`src/rtl/eye_pkg.sv`:
```
// Shared fetch-side types and defaults for the 16-bit core.
package eye_pkg;

    localparam int PC_W = 16;
    localparam logic [PC_W-1:0] RESET_PC = 16'h0000;

    typedef enum logic [1:0] {
        IDLE  = 2'd0,
        BUSY  = 2'd1,
        DRAIN = 2'd2,
        HALT  = 2'd3
    } fetch_state_t;

endpackage

```
`src/rtl/fetch_ctrl_if.sv`:
```
// Fetch bundle: branch/halt control in, imem req/ack, decode valid/ready out.
// master is the fetch sequencer side; slave is memory + decode + branch unit.
interface fetch_ctrl_if #(
    parameter int PC_W = 16
) ();

    logic            jmp_true;
    logic [PC_W-1:0] jmp_target;
    logic            halt;
    logic            imem_req;
    logic [PC_W-1:0] imem_addr;
    logic            imem_ack;
    logic [PC_W-1:0] imem_data;
    logic            if_valid;
    logic [PC_W-1:0] if_instr;
    logic [PC_W-1:0] if_pc;
    logic            if_ready;
    logic            flush;

    modport master (
        input  jmp_true, jmp_target, halt, imem_ack, imem_data, if_ready,
        output imem_req, imem_addr, if_valid, if_instr, if_pc, flush
    );

    modport slave (
        output jmp_true, jmp_target, halt, imem_ack, imem_data, if_ready,
        input  imem_req, imem_addr, if_valid, if_instr, if_pc, flush
    );

endinterface

```
`src/rtl/fetch_buf.sv`:
```
// One-entry fetch output register; loads one cycle after ack, clear beats load beats consume.
// Holds instr/pc stable while valid and not ready.
module fetch_buf
    import eye_pkg::*;
#(
    parameter int W = PC_W
) (
    input  logic         clk,
    input  logic         rst_n,
    input  logic         i_load,
    input  logic         i_clear,
    input  logic         i_ready,
    input  logic [W-1:0] i_instr,
    input  logic [W-1:0] i_pc,
    output logic         o_valid,
    output logic [W-1:0] o_instr,
    output logic [W-1:0] o_pc
);

    logic         r_valid;
    logic [W-1:0] r_instr;
    logic [W-1:0] r_pc;

    always_ff @(posedge clk) begin
        if (!rst_n) begin
            r_valid <= 1'b0;
            r_instr <= '0;
            r_pc    <= '0;
        end else if (i_clear) begin
            r_valid <= 1'b0;
        end else if (i_load) begin
            r_valid <= 1'b1;
            r_instr <= i_instr;
            r_pc    <= i_pc;
        end else if (i_ready) begin
            r_valid <= 1'b0;
        end
    end

    assign o_valid = r_valid;
    assign o_instr = r_instr;
    assign o_pc    = r_pc;

endmodule

```
`src/rtl/fetch_ctrl.sv`:
```
// Instruction-fetch sequencer: owns PC, issues imem reads, applies redirects; zero-wait gives 1 instr/cycle.
// Backpressure: a new request is issued only when the output buffer has space; req never depends on ack.
module fetch_ctrl
    import eye_pkg::*;
#(
    parameter int              PC_W     = eye_pkg::PC_W,
    parameter logic [PC_W-1:0] RESET_PC = eye_pkg::RESET_PC
) (
    input  logic         clk,
    input  logic         rst_n,
    fetch_ctrl_if.master bus
);

    localparam logic [PC_W-1:0] PC_ONE = {{(PC_W-1){1'b0}}, 1'b1};

    fetch_state_t    r_state;
    fetch_state_t    w_state_nxt;
    logic [PC_W-1:0] r_pc;
    logic [PC_W-1:0] w_pc_nxt;
    logic [PC_W-1:0] r_fetch_addr;
    logic [PC_W-1:0] w_fetch_addr_nxt;
    logic [PC_W-1:0] w_addr;
    logic            w_req;
    logic            w_load;
    logic            w_clear;
    logic            w_space;
    logic            w_buf_vld;

    assign w_space = !w_buf_vld || bus.if_ready;

    always_comb begin
        w_state_nxt      = r_state;
        w_pc_nxt         = r_pc;
        w_fetch_addr_nxt = r_fetch_addr;
        w_addr           = r_fetch_addr;
        w_req            = 1'b0;
        w_load           = 1'b0;
        w_clear          = 1'b0;
        case (r_state)
            IDLE: begin
                if (bus.jmp_true) begin
                    w_pc_nxt = bus.jmp_target;
                    w_clear  = 1'b1;
                end else if (bus.halt) begin
                    w_state_nxt = HALT;
                end else if (w_space) begin
                    w_req            = 1'b1;
                    w_addr           = r_pc;
                    w_fetch_addr_nxt = r_pc;
                    if (bus.imem_ack) begin
                        w_load   = 1'b1;
                        w_pc_nxt = r_pc + PC_ONE;
                    end else begin
                        w_state_nxt = BUSY;
                    end
                end
            end
            BUSY: begin
                w_req = 1'b1;
                if (bus.jmp_true) begin
                    w_pc_nxt    = bus.jmp_target;
                    w_clear     = 1'b1;
                    w_state_nxt = bus.imem_ack ? IDLE : DRAIN;
                end else if (bus.imem_ack) begin
                    w_load      = 1'b1;
                    w_pc_nxt    = r_pc + PC_ONE;
                    w_state_nxt = IDLE;
                end
            end
            DRAIN: begin
                // Stale request must still complete; its data is dropped.
                w_req = 1'b1;
                if (bus.jmp_true) begin
                    w_pc_nxt = bus.jmp_target;
                    w_clear  = 1'b1;
                end
                if (bus.imem_ack) begin
                    w_state_nxt = IDLE;
                end
            end
            HALT: begin
                w_state_nxt = HALT;
            end
            default: begin
                w_state_nxt = IDLE;
            end
        endcase
    end

    always_ff @(posedge clk) begin
        if (!rst_n) begin
            r_state      <= IDLE;
            r_pc         <= RESET_PC;
            r_fetch_addr <= '0;
        end else begin
            r_state      <= w_state_nxt;
            r_pc         <= w_pc_nxt;
            r_fetch_addr <= w_fetch_addr_nxt;
        end
    end

    fetch_buf #(
        .W (PC_W)
    ) u_buf (
        .clk     (clk),
        .rst_n   (rst_n),
        .i_load  (w_load),
        .i_clear (w_clear),
        .i_ready (bus.if_ready),
        .i_instr (bus.imem_data),
        .i_pc    (w_addr),
        .o_valid (w_buf_vld),
        .o_instr (bus.if_instr),
        .o_pc    (bus.if_pc)
    );

    assign bus.imem_req  = w_req && rst_n;
    assign bus.imem_addr = w_addr;
    assign bus.if_valid  = w_buf_vld;
    assign bus.flush     = bus.jmp_true;

endmodule

```
`src/flat_wrapper.sv`:
```
// flat-port wrapper written by rule: the top's interface ports become plain ports
module fetch_ctrl_flat import eye_pkg::*;
#(
    parameter int              PC_W     = eye_pkg::PC_W,
    parameter logic [PC_W-1:0] RESET_PC = eye_pkg::RESET_PC
)
  (clk, rst_n, bus_jmp_true, bus_jmp_target, bus_halt, bus_imem_ack, bus_imem_data, bus_if_ready, bus_imem_req, bus_imem_addr, bus_if_valid, bus_if_instr, bus_if_pc, bus_flush);
  fetch_ctrl_if #(.PC_W(PC_W)) bus_i ();
  input  logic clk;
  input  logic rst_n;
  input wire logic [$bits(bus_i.jmp_true)-1:0] bus_jmp_true;
  input wire logic [$bits(bus_i.jmp_target)-1:0] bus_jmp_target;
  input wire logic [$bits(bus_i.halt)-1:0] bus_halt;
  input wire logic [$bits(bus_i.imem_ack)-1:0] bus_imem_ack;
  input wire logic [$bits(bus_i.imem_data)-1:0] bus_imem_data;
  input wire logic [$bits(bus_i.if_ready)-1:0] bus_if_ready;
  output wire logic [$bits(bus_i.imem_req)-1:0] bus_imem_req;
  output wire logic [$bits(bus_i.imem_addr)-1:0] bus_imem_addr;
  output wire logic [$bits(bus_i.if_valid)-1:0] bus_if_valid;
  output wire logic [$bits(bus_i.if_instr)-1:0] bus_if_instr;
  output wire logic [$bits(bus_i.if_pc)-1:0] bus_if_pc;
  output wire logic [$bits(bus_i.flush)-1:0] bus_flush;
  assign bus_i.jmp_true = bus_jmp_true;
  assign bus_i.jmp_target = bus_jmp_target;
  assign bus_i.halt = bus_halt;
  assign bus_i.imem_ack = bus_imem_ack;
  assign bus_i.imem_data = bus_imem_data;
  assign bus_i.if_ready = bus_if_ready;
  assign bus_imem_req = bus_i.imem_req;
  assign bus_imem_addr = bus_i.imem_addr;
  assign bus_if_valid = bus_i.if_valid;
  assign bus_if_instr = bus_i.if_instr;
  assign bus_if_pc = bus_i.if_pc;
  assign bus_flush = bus_i.flush;
  fetch_ctrl #(.PC_W(PC_W), .RESET_PC(RESET_PC)) u_core (.clk(clk), .rst_n(rst_n), .bus(bus_i));
endmodule
```
`config.mk`:
```
export PLATFORM = sky130hd
export DESIGN_NAME = fetch_ctrl_flat
export DESIGN_NICKNAME = d
export VERILOG_FILES = /design/src/rtl/eye_pkg.sv /design/src/rtl/fetch_ctrl_if.sv /design/src/rtl/fetch_buf.sv /design/src/rtl/fetch_ctrl.sv /design/src/flat_wrapper.sv
export SDC_FILE = /design/constraint.sdc
export NUM_CORES = 1
export LEC_CHECK = 0
export CAP_MARGIN = 10
export CORE_ASPECT_RATIO = 0.8
export CORE_MARGIN = 10
export CORE_UTILIZATION = 34
export CTS_BUF_LIST = sky130_fd_sc_hd__clkbuf_2 sky130_fd_sc_hd__clkbuf_4 sky130_fd_sc_hd__clkbuf_8
export DETAILED_ROUTE_END_ITERATION = 6
export PLACE_DENSITY = 0.7
export SKIP_LAST_GASP = 1
export SLEW_MARGIN = 20
export SYNTH_ARGS = -nofsm -noshare
export SYNTH_HDL_FRONTEND = slang
export SYNTH_SLANG_ARGS = --single-unit
```
`constraint.sdc`:
```
create_clock -name clk -period 1.94 [get_ports clk]
set_clock_uncertainty 0.2 [all_clocks]
set_input_delay 0.291 -clock clk [delete_from_list [all_inputs] [get_ports clk]]
set_output_delay 0.291 -clock clk [all_outputs]
set_load 0.01 [all_outputs]
```
==> results of run 1 <==
==> power by group through the flow <==
stage                     clock network [mW]  registers [mW]  logic (mW)
after floorplan                            0            1.86        1.03
after global placement                     0            1.83        2.06
after detailed placement                   0            1.84        2.10
after CTS                               1.37            1.82        2.77
after global routing                    1.44            1.88        3.15
final                                   1.35            1.85        2.96
==> Yosys cell counts, types with 2 or more instances <==
library cell               count  area (sq um)
sky130_fd_sc_hd__and3_1        3          18.8
sky130_fd_sc_hd__inv_1         4          15.0
sky130_fd_sc_hd__o31a_1        3          26.3
sky130_fd_sc_hd__mux2_4        9           135
sky130_fd_sc_hd__o211ai_1      5          37.5
sky130_fd_sc_hd__a21boi_0     17           128
sky130_fd_sc_hd__nor3_1        5          25.0
sky130_fd_sc_hd__nand2_1      59           221
sky130_fd_sc_hd__ha_1          5          62.6
sky130_fd_sc_hd__o22ai_1       5          31.3
sky130_fd_sc_hd__nor2b_1       3          18.8
sky130_fd_sc_hd__dfxtp_1      67          1340
sky130_fd_sc_hd__and4_1        2          17.5
sky130_fd_sc_hd__a32oi_1       2          17.5
sky130_fd_sc_hd__o31ai_1       6          45.0
sky130_fd_sc_hd__nor3b_1       7          52.6
sky130_fd_sc_hd__a31oi_1       2          12.5
sky130_fd_sc_hd__nor2_1       39           146
sky130_fd_sc_hd__nor3b_2      10           125
sky130_fd_sc_hd__nand3_1       9          45.0
sky130_fd_sc_hd__o21ai_0       8          40.0
sky130_fd_sc_hd__buf_4         4          30.0
sky130_fd_sc_hd__mux2_2        7          78.8
sky130_fd_sc_hd__clkbuf_1     17          63.8
sky130_fd_sc_hd__nand4_1       4          25.0
sky130_fd_sc_hd__a21oi_1      18          90.1
sky130_fd_sc_hd__and2_1       18           113
sky130_fd_sc_hd__o32ai_1       3          26.3
sky130_fd_sc_hd__buf_2         2          10.0
sky130_fd_sc_hd__nor4_1        3          18.8
==> repair_timing <==
item                                    in CTS  in global routing
pin swaps                                   34                 49
endpoints found under the setup margin      73                 80
buffers inserted                            21                 18
cloned                                       9                  1
hold buffers                                 0                  0
resized for setup                          180                 93
==> worst register-to-register path: stages (launching register included) <==
cell and delay [ns]:
sky130_fd_sc_hd__dfxtp_4 0.36, sky130_fd_sc_hd__inv_4 0.04, sky130_fd_sc_hd__ha_4 0.15, sky130_fd_sc_hd__nor4b_4 0.12, sky130_fd_sc_hd__buf_4 0.16, sky130_fd_sc_hd__buf_6 0.14
sky130_fd_sc_hd__buf_6 0.11, sky130_fd_sc_hd__buf_6 0.12, sky130_fd_sc_hd__o21ai_4 0.18, sky130_fd_sc_hd__buf_12 0.15, sky130_fd_sc_hd__buf_8 0.11, sky130_fd_sc_hd__buf_12 0.13
sky130_fd_sc_hd__nor2_1 0.05, sky130_fd_sc_hd__nor3b_1 0.16
==> flip-flops by register name, indices dropped and copies added (netlist names) <==
name	flops
u_core.r_fetch_addr	16
u_core.r_state	2
u_core.u_buf.o_valid	1
u_core.u_buf.o_pc	16
u_core.u_buf.o_instr	16
u_core.r_pc	16
==> worst max-delay path by stage <==
stage / slack [ns] / depth (start not counted) / to
floorplan: -0.12 / 5 / bus_imem_addr[10]
global placement: -0.75 / 6 / bus_imem_addr[12]
detailed placement: -0.80 / 6 / bus_imem_addr[11]
CTS: -0.54 / 9 / bus_imem_addr[4]
global route: -0.59 / 8 / bus_imem_addr[5]
finish: -0.49 / 8 / bus_imem_addr[5]
==> placed cells by master (no fill, tap or decap), types with 3 or more instances in the layout <==
master and n:
sky130_fd_sc_hd__nand2_1 36, sky130_fd_sc_hd__o211ai_1 5, sky130_fd_sc_hd__nand2_4 7, sky130_fd_sc_hd__nand3_1 9, sky130_fd_sc_hd__nand4_1 4, sky130_fd_sc_hd__o21ai_1 3, sky130_fd_sc_hd__nor2_4 18, sky130_fd_sc_hd__o22ai_1 5
sky130_fd_sc_hd__nor2_1 13, sky130_fd_sc_hd__buf_4 38, sky130_fd_sc_hd__buf_6 42, sky130_fd_sc_hd__clkdlybuf4s50_1 68, sky130_fd_sc_hd__buf_8 4, sky130_fd_sc_hd__buf_16 3, sky130_fd_sc_hd__ha_1 3, sky130_fd_sc_hd__nor2_2 8
sky130_fd_sc_hd__o21ai_0 5, sky130_fd_sc_hd__o31a_1 3, sky130_fd_sc_hd__a21boi_2 9, sky130_fd_sc_hd__nor3_1 3, sky130_fd_sc_hd__mux2_4 16, sky130_fd_sc_hd__nor3b_2 15, sky130_fd_sc_hd__a21oi_1 17, sky130_fd_sc_hd__and2_1 9
sky130_fd_sc_hd__nand2_2 16, sky130_fd_sc_hd__and3_1 3, sky130_fd_sc_hd__a21boi_1 8, sky130_fd_sc_hd__dfxtp_1 65, sky130_fd_sc_hd__and2_4 9, sky130_fd_sc_hd__buf_12 11, sky130_fd_sc_hd__clkbuf_8 11, sky130_fd_sc_hd__o31ai_1 4
==> cell type report <==
class	instances	area (sq um)
repair buffers	171	1850
flip-flops and latches	67	1350
fillers	688	3320
multi-input cells	264	2120
well taps	115	144
clock buffers	12	159
clock inverters	4	71.3
inverters	4	17.5
==> kinds of logic after synthesis <==
group / count (synthesis) / synth area share [%]
fa+ha+maj: 5 / 1.99
simple gates: 166 / 27.9
mux: 16 / 6.81
flops: 67 / 42.7
buf+inv: 28 / 4.14
compound gates: 77 / 16.5
==> through the flow <==
step                setup TNS (ns)  setup slack, ns
floorplan                    -2.59           -0.120
detailed placement          -35.74           -0.805
CTS                         -22.33           -0.542
global placement            -31.12           -0.749
global route                -21.36           -0.585
finish                      -16.18           -0.487
==> layer usage <==
layer | wire length, um | share of wire, %
met5 | 0 | 0
met4 | 80 | 0.67
met3 | 856 | 7.1
met2 | 5800 | 48
met1 | 5280 | 44
==> results.txt, run 1 <==
----------------------------------------------------
[Layout]
  Area growth from synthesis to layout ... 81.9%
  Fin cells ... between 600 and 700
  Post-route design area ... 0.00572 sq mm
  Fin util ... ~63%
  Share of cells above drive strength 1 ... between 40% and 50%
  Final layout net count ... 560
  N_diodes ... 0

[Power and ir drop]
  Power share of the combinational group ... 48.0%
  Internal power ... 4.04 mW
  Power per Cell Area ... 1080 mW/mm^2
  Switching power as a share of total power ... 34.4%
  Peak supply drop ... around 0.00055 V
  Relative contribution of the clock network to total power ... 22.0%
  Part of the total power dissipated in sequential elements ... 30.0%
  Overall Power ... roughly 6.2 mW
  Leakage component of the power ... 2.27 nW
  Switching power total ... 2.12 mW

[Yosys]
  Unique masters post-synth ... 43
  Warning count from the yosys run ... 0
  Share of flip-flops with an asynchronous set or reset after synthesis ... 0%
  Register area share after synthesis ... 42.7%
  Average size of a mapped cell ... 8.75 sq um
  Instance count of the mapped netlist ... 359
  Most used flip-flop cell after synthesis ... sky130_fd_sc_hd__dfxtp_1
  Post-Syn Nets ... between 400 and 500
  Count of flip-flops with a built-in enable after synthesis ... 0
  Total standard cell area after synthesis ... ~0.0031 sq mm
  Number of storage elements in the synthesis netlist ... 67

[Hold path]
  Destination of the worst hold path ... u_core.r_pc[0]$_SDFFE_PN0P_
  Worst hold path type ... in -> reg
  Launch point of the worst hold path ... rst_n
  Cells on Worst Hold Path ... 4

[GRT]
  Busiest metal layer after global routing ... met2
  Remaining Overflow, GRT ... 0
  Antenna violations before repair ... 0
  Largest net degree at the start of global routing ... 43
  Wire length of the first global-routing pass ... between 15000 and 20000 um
  Met1 routing resource usage after global routing ... 21.5%
  Met3 track demand over resource in global routing ... 5.51%
  Total global-route track usage ... 16.7%
  Via count of the first global-routing pass ... between 3000 and 4000
  Met2 GRT Util ... 26.8%

[Clock tree]
  Clk pin slew, worst setup/hold paths ... 0.07 ns
  Clock insertion delay at the later pin of the skew report ... ~0.33 ns
  Root cell of the clock tree ... sky130_fd_sc_hd__clkbuf_8
  Number of levels the H-tree was split into ... 3
  Number of sinks driven by the clock tree ... 67
  Total clock buffers created by CTS ... 9
  CTS tree ... yes
  Clock Path Buffers ... 2

[Floorplanning]
  Die ar. ... 0.0135 sq mm
  Initial Util ... 34.8%
  Horizontal die dimension ... 127 um
  Height of the chip ... 106 um
  Floorplan core area ... 0.00904 sq mm
  Number of rows created at floorplan ... 31
  I/O pins ... 89

[Place]
  Count of placed standard cells including taps ... 587
  Dpl cell area ... around 0.0045 sq mm
  Placed wire-length estimate ... 7230 um
  I/O Buffers ... 88
  Global placer's final weighted congestion ... 0.893

[Worst setup path]
  Required time reported for the critical path endpoint ... between 1 and 1.5 ns
  Crit-path leading delay family ... buffers and inverters
  Worst reg2reg path startpoint ... u_core.r_state[1]$_SDFFE_PN0P_
  Launching element type of the critical path ... register
  Worst reg2reg path endpoint ... u_core.u_buf.o_pc[14]$_SDFFE_PN0P_
  Number of buffers and inverters on the critical path ... 5
  CP Max Fanout ... 4
  Crit-path slowest cell ... sky130_fd_sc_hd__dfxtp_4
  Setup CP Type ... reg -> out
  Cells traversed along the worst timing path ... inv_4 > ha_4 > nor4b_4 > buf_4 > buf_16 > buf_6 > mux2_4 > buf_6
  Setup slack on the worst flop-to-flop path ... -0.32 ns
  Critical path data arrival time ... 1.94 ns
  Number of cells on the worst reg-to-reg path ... 13
  Most Frequent Cell on Critical Path ... sky130_fd_sc_hd__buf_6
  CP Capture Type ... output pin
  Setup crit start ... u_core.r_state[1]$_SDFFE_PN0P_
  Crit-path max cell delay ... 0.35 ns

[Route]
  Detailed-route wire length ... 12000 um
  Residual DRC count ... 0
  Total via count after detailed routing ... between 3000 and 4000
  DRT antenna net count ... 0
  Routed length per instance ... 18.9 um
  Initial DRC Count ... 222
  Pre-Repair DR Iteration Count ... 5
  Number of vias per cell ... roughly 5.2

[Timing]
  Portion of the clock cycle consumed by the worst path in the final layout ... 125%
  Final worst-path setup slack ... -0.487 ns
  Post-route worst hold slack ... 0.258 ns
  Worst slew margin relative to its limit ... between 70% and 80%
  Top achievable clock speed ... 0.412 GHz
  RSZ-0062 raised after global routing ... true
  Number of hold-slack violations in the final timing report ... 0
  Max-slew violation count ... 0
  Measured slew at the worst slew-check pin ... 0.424 ns
  Final setup viols ... 60
  Final critical delay including setup and external delays ... 2.43 ns

[Run status]
  Outcome ... finished, violations left
  Failing checks ... negative setup slack

[Run]
  Maxcap violations ... 0

----------------------------------------------------
No activity file was read; power rests on OpenSTA's default activity.
==> inputs of run 2 (changes only) <==
Settings changed: CAP_MARGIN 10 to 30.
==> results of run 2 <==
The final DEF is identical to that of run 1; final timing and power are the same.
==> inputs of run 3 (changes only) <==
Settings changed: CAP_MARGIN 30 to default, PLACE_DENSITY 0.7 to 0.69, SYNTH_HIERARCHICAL from default to 1.
==> run 3 against run 2 <==
The run still ends with negative setup slack left. Cell count is 1.9% higher. Sequential share of layout area is 0.59 points higher. Core utilization is 4.9 points lower. Maximum frequency is 3.0% higher. Combinational power is 32% lower. Non-clock buffer count stayed put. Worst hold slack hardly changed. Via count is 0.91% higher. Largest cell class unchanged. Largest power group unchanged.
==> results.txt, run 3 <==
----------------------------------------------------
[Power and ir drop]
  Peak supply drop ... 0.000506 V
  Leakage component of the power ... 2.20 nW
  Power per Cell Area ... 912 mW/mm^2
  Overall Power ... 5.12 mW

[Yosys]
  Unique masters post-synth ... 53
  Register area share after synthesis ... 40.2%
  Area share of the largest cell type after synthesis ... 40.2%
  Count of flip-flops with a built-in enable after synthesis ... 0
  Instance count of the mapped netlist ... 375
  Biggest area consumer among synthesized cells ... sky130_fd_sc_hd__dfxtp_1
  Share of flip-flops with an asynchronous set or reset after synthesis ... 0%
  Average size of a mapped cell ... 8.90 sq um
  Total standard cell area after synthesis ... 0.00334 sq mm
  Synth top cells by count ... 77 x sky130_fd_sc_hd__nand2_1, 67 x sky130_fd_sc_hd__dfxtp_1, 33 x sky130_fd_sc_hd__mux2i_1
  Most frequent cell after synthesis ... sky130_fd_sc_hd__nand2_1
  Number of storage elements in the synthesis netlist ... 67
  Most used flip-flop cell after synthesis ... sky130_fd_sc_hd__dfxtp_1
  Post-Syn Nets ... around 420
  Warning count from the yosys run ... 6
  Most area-consuming cells after synthesis ... sky130_fd_sc_hd__dfxtp_1 40%, sky130_fd_sc_hd__mux2i_1 9.9%, sky130_fd_sc_hd__nand2_1 8.7%

[Worst setup path]
  Number of buffers and inverters on the critical path ... 4
  Crit-path max cell delay ... 0.35 ns
  Setup CP Type ... reg -> out
  CP Max Fanout ... 5
  Critical path data arrival time ... 1.87 ns
  Crit-path leading delay family ... buffers and inverters
  Required time reported for the critical path endpoint ... 1.45 ns
  CP Capture Type ... output pin
  Cells traversed along the worst timing path ... inv_4 > ha_4 > nand2b_4 > nor3_4 > buf_6 > buf_12 > mux2_4 > buf_6
  Most Frequent Cell on Critical Path ... sky130_fd_sc_hd__buf_6
  Launching element type of the critical path ... register
  Crit-path slowest cell ... sky130_fd_sc_hd__dfxtp_4

[Floorplanning]
  Floorplan core area ... 0.00961 sq mm
  I/O pins ... 89
  Die ar. ... 0.0142 sq mm
  Initial Util ... a little over a third
  Horizontal die dimension ... 131 um
  Number of rows created at floorplan ... 32
  Height of the chip ... about 110 um

[Route]
  Residual DRC count ... 0
  Detailed-route wire length ... approximately 11000 um
  Number of vias per cell ... 5.12
  Pre-Repair DR Iteration Count ... 4
  Routed length per instance ... 17.6 um
  DRT antenna net count ... 0
  Total via count after detailed routing ... 3322
  Initial DRC Count ... 210

[Timing]
  RSZ-0062 raised after global routing ... true
  Top achievable clock speed ... 0.424 GHz
  Max-slew violation count ... 0
  Final setup viols ... about 60
  Measured slew at the worst slew-check pin ... 0.381 ns
  Worst slew margin relative to its limit ... about three quarters
  Post-route setup TNS ... -9.44 ns
  Portion of the clock cycle consumed by the worst path in the final layout ... 121%
  Number of hold-slack violations in the final timing report ... 0
  Final critical delay including setup and external delays ... between 2 and 2.5 ns
  Final worst-path setup slack ... -0.416 ns

[Clock tree]
  Clock Path Buffers ... 2
  Total clock buffers created by CTS ... 9
  Clock insertion delay at the later pin of the skew report ... 0.34 ns
  Clk pin slew, worst setup/hold paths ... 0.07 ns
  Number of levels the H-tree was split into ... 3
  Number of buffers added to fix hold violations after cts ... 0
  CTS tree ... yes
  Root cell of the clock tree ... sky130_fd_sc_hd__clkbuf_8
  Number of sinks driven by the clock tree ... 67

[Place]
  Dpl cell area ... 0.00475 sq mm
  I/O Buffers ... 88
  Placed wire-length estimate ... 7640 um
  Global placer's final weighted congestion ... 0.819

[GRT]
  Largest net degree at the start of global routing ... slightly above 90
  Met2 GRT Util ... 24.9%
  Remaining Overflow, GRT ... 0
  Busiest metal layer after global routing ... met2
  Via count of the first global-routing pass ... 3426
  Antenna violations before repair ... 0
  Met3 track demand over resource in global routing ... 5.14%
  Met1 routing resource usage after global routing ... 19.7%
  Total global-route track usage ... 15.7%
  Wire length of the first global-routing pass ... ~18000 um

[Layout]
  Share of cells above drive strength 1 ... 34.3%
  Most common cell after layout, fill and taps aside ... sky130_fd_sc_hd__nand2_1
  N_diodes ... 0
  Area growth from synthesis to layout ... 68.1%
  Fillcell total ... 843
  Top library cells by usage in the layout, fill and taps aside ... 76 x sky130_fd_sc_hd__nand2_1, 69 x sky130_fd_sc_hd__clkdlybuf4s50_1, 61 x sky130_fd_sc_hd__dfxtp_1
  Fin util ... 58.4%
  Final layout net count ... 568
  Post-route design area ... roughly 0.0056 sq mm

[Run status]
  Outcome ... finished, violations left
  Failing checks ... negative setup slack

[Run]
  Maxcap violations ... 0

[Hold path]
  Worst hold path type ... reg -> reg

----------------------------------------------------
-- run 3: final cells by class --
| type | count | area [sq um] | share of cell area (%) |
|---|---|---|---|
| multi-input cells | 270 | 2070 | 37.0 |
| flip-flops and latches | 67 | 1350 | 24.1 |
| clock buffers | 12 | 159 | 2.83 |
| clock inverters | 4 | 72.6 | 1.29 |
| repair buffers | 171 | 1770 | 31.6 |
| well taps | 119 | 149 | 2.66 |
| inverters | 6 | 27.5 | 0.491 |
-- run 3: worst reg2reg max path: stages, from the launching register on --
cell and delay (ns):
sky130_fd_sc_hd__dfxtp_4 0.35, sky130_fd_sc_hd__inv_4 0.06, sky130_fd_sc_hd__ha_4 0.14, sky130_fd_sc_hd__nand2b_4 0.06
sky130_fd_sc_hd__nor3_4 0.16, sky130_fd_sc_hd__buf_6 0.17, sky130_fd_sc_hd__buf_16 0.12, sky130_fd_sc_hd__mux2_4 0.32
sky130_fd_sc_hd__buf_6 0.12, sky130_fd_sc_hd__buf_6 0.10, sky130_fd_sc_hd__buf_6 0.11, sky130_fd_sc_hd__and2_1 0.12
-- run 3: repair_timing --
item,4_1_cts,5_1_grt
setup endpoints to repair,65,81
resized for setup,124,53
hold endpoints to repair,0,0
gates cloned,5,0
buffers inserted,15,10
pin swaps,14,29
-- run 3: cell families after synthesis --
family | Yosys count | share of synthesized area [%]
buf+inv | 38 | 6.64
fa+ha+maj | 5 | 1.88
compound gates | 65 | 14.5
simple gates | 151 | 21.5
flops | 67 | 40.2
mux | 49 | 15.3
-- run 3: final timing paths --
path	end	from	cells after the start	slack [ns]
min reg2reg	u_core/u_buf/o_pc[0]$_SDFFE_PN0P_	u_core/u_buf/o_pc[0]$_SDFFE_PN0P_	2	0.26
max	bus_imem_addr[5]	u_core/r_state[0]$_SDFFE_PN0P_	8	-0.42
min	u_core/u_buf/o_pc[0]$_SDFFE_PN0P_	u_core/u_buf/o_pc[0]$_SDFFE_PN0P_	2	0.26
max reg2reg	u_core/r_fetch_addr[8]$_SDFF_PN0_	u_core/r_state[0]$_SDFFE_PN0P_	11	-0.20
-- run 3: per-layer routing --
metal	vias to the layer above	routed length (um)
met5	-	0
met4	0	188
met3	19	718
met2	89	5640
met1	1578	4870
li1	1636	-
-- run 3: metrics by stage --
stage,cells,setup slack (ns),hold WS [ns]
2_1_floorplan,375,-0.0740,0.233
3_3_place_gp,610,-0.697,0.242
3_5_place_dp,610,-0.709,0.246
4_1_cts,645,-0.401,0.251
5_1_grt,649,-0.515,0.270
6_report,649,-0.416,0.258
-- run 3: power breakdown --
group          total, mW  internal (mW)  switching [mW]  leakage, nW
registers           1.76           1.54           0.214        0.547
logic               2.02           1.13           0.894         1.54
clock network       1.34          0.806           0.531        0.116
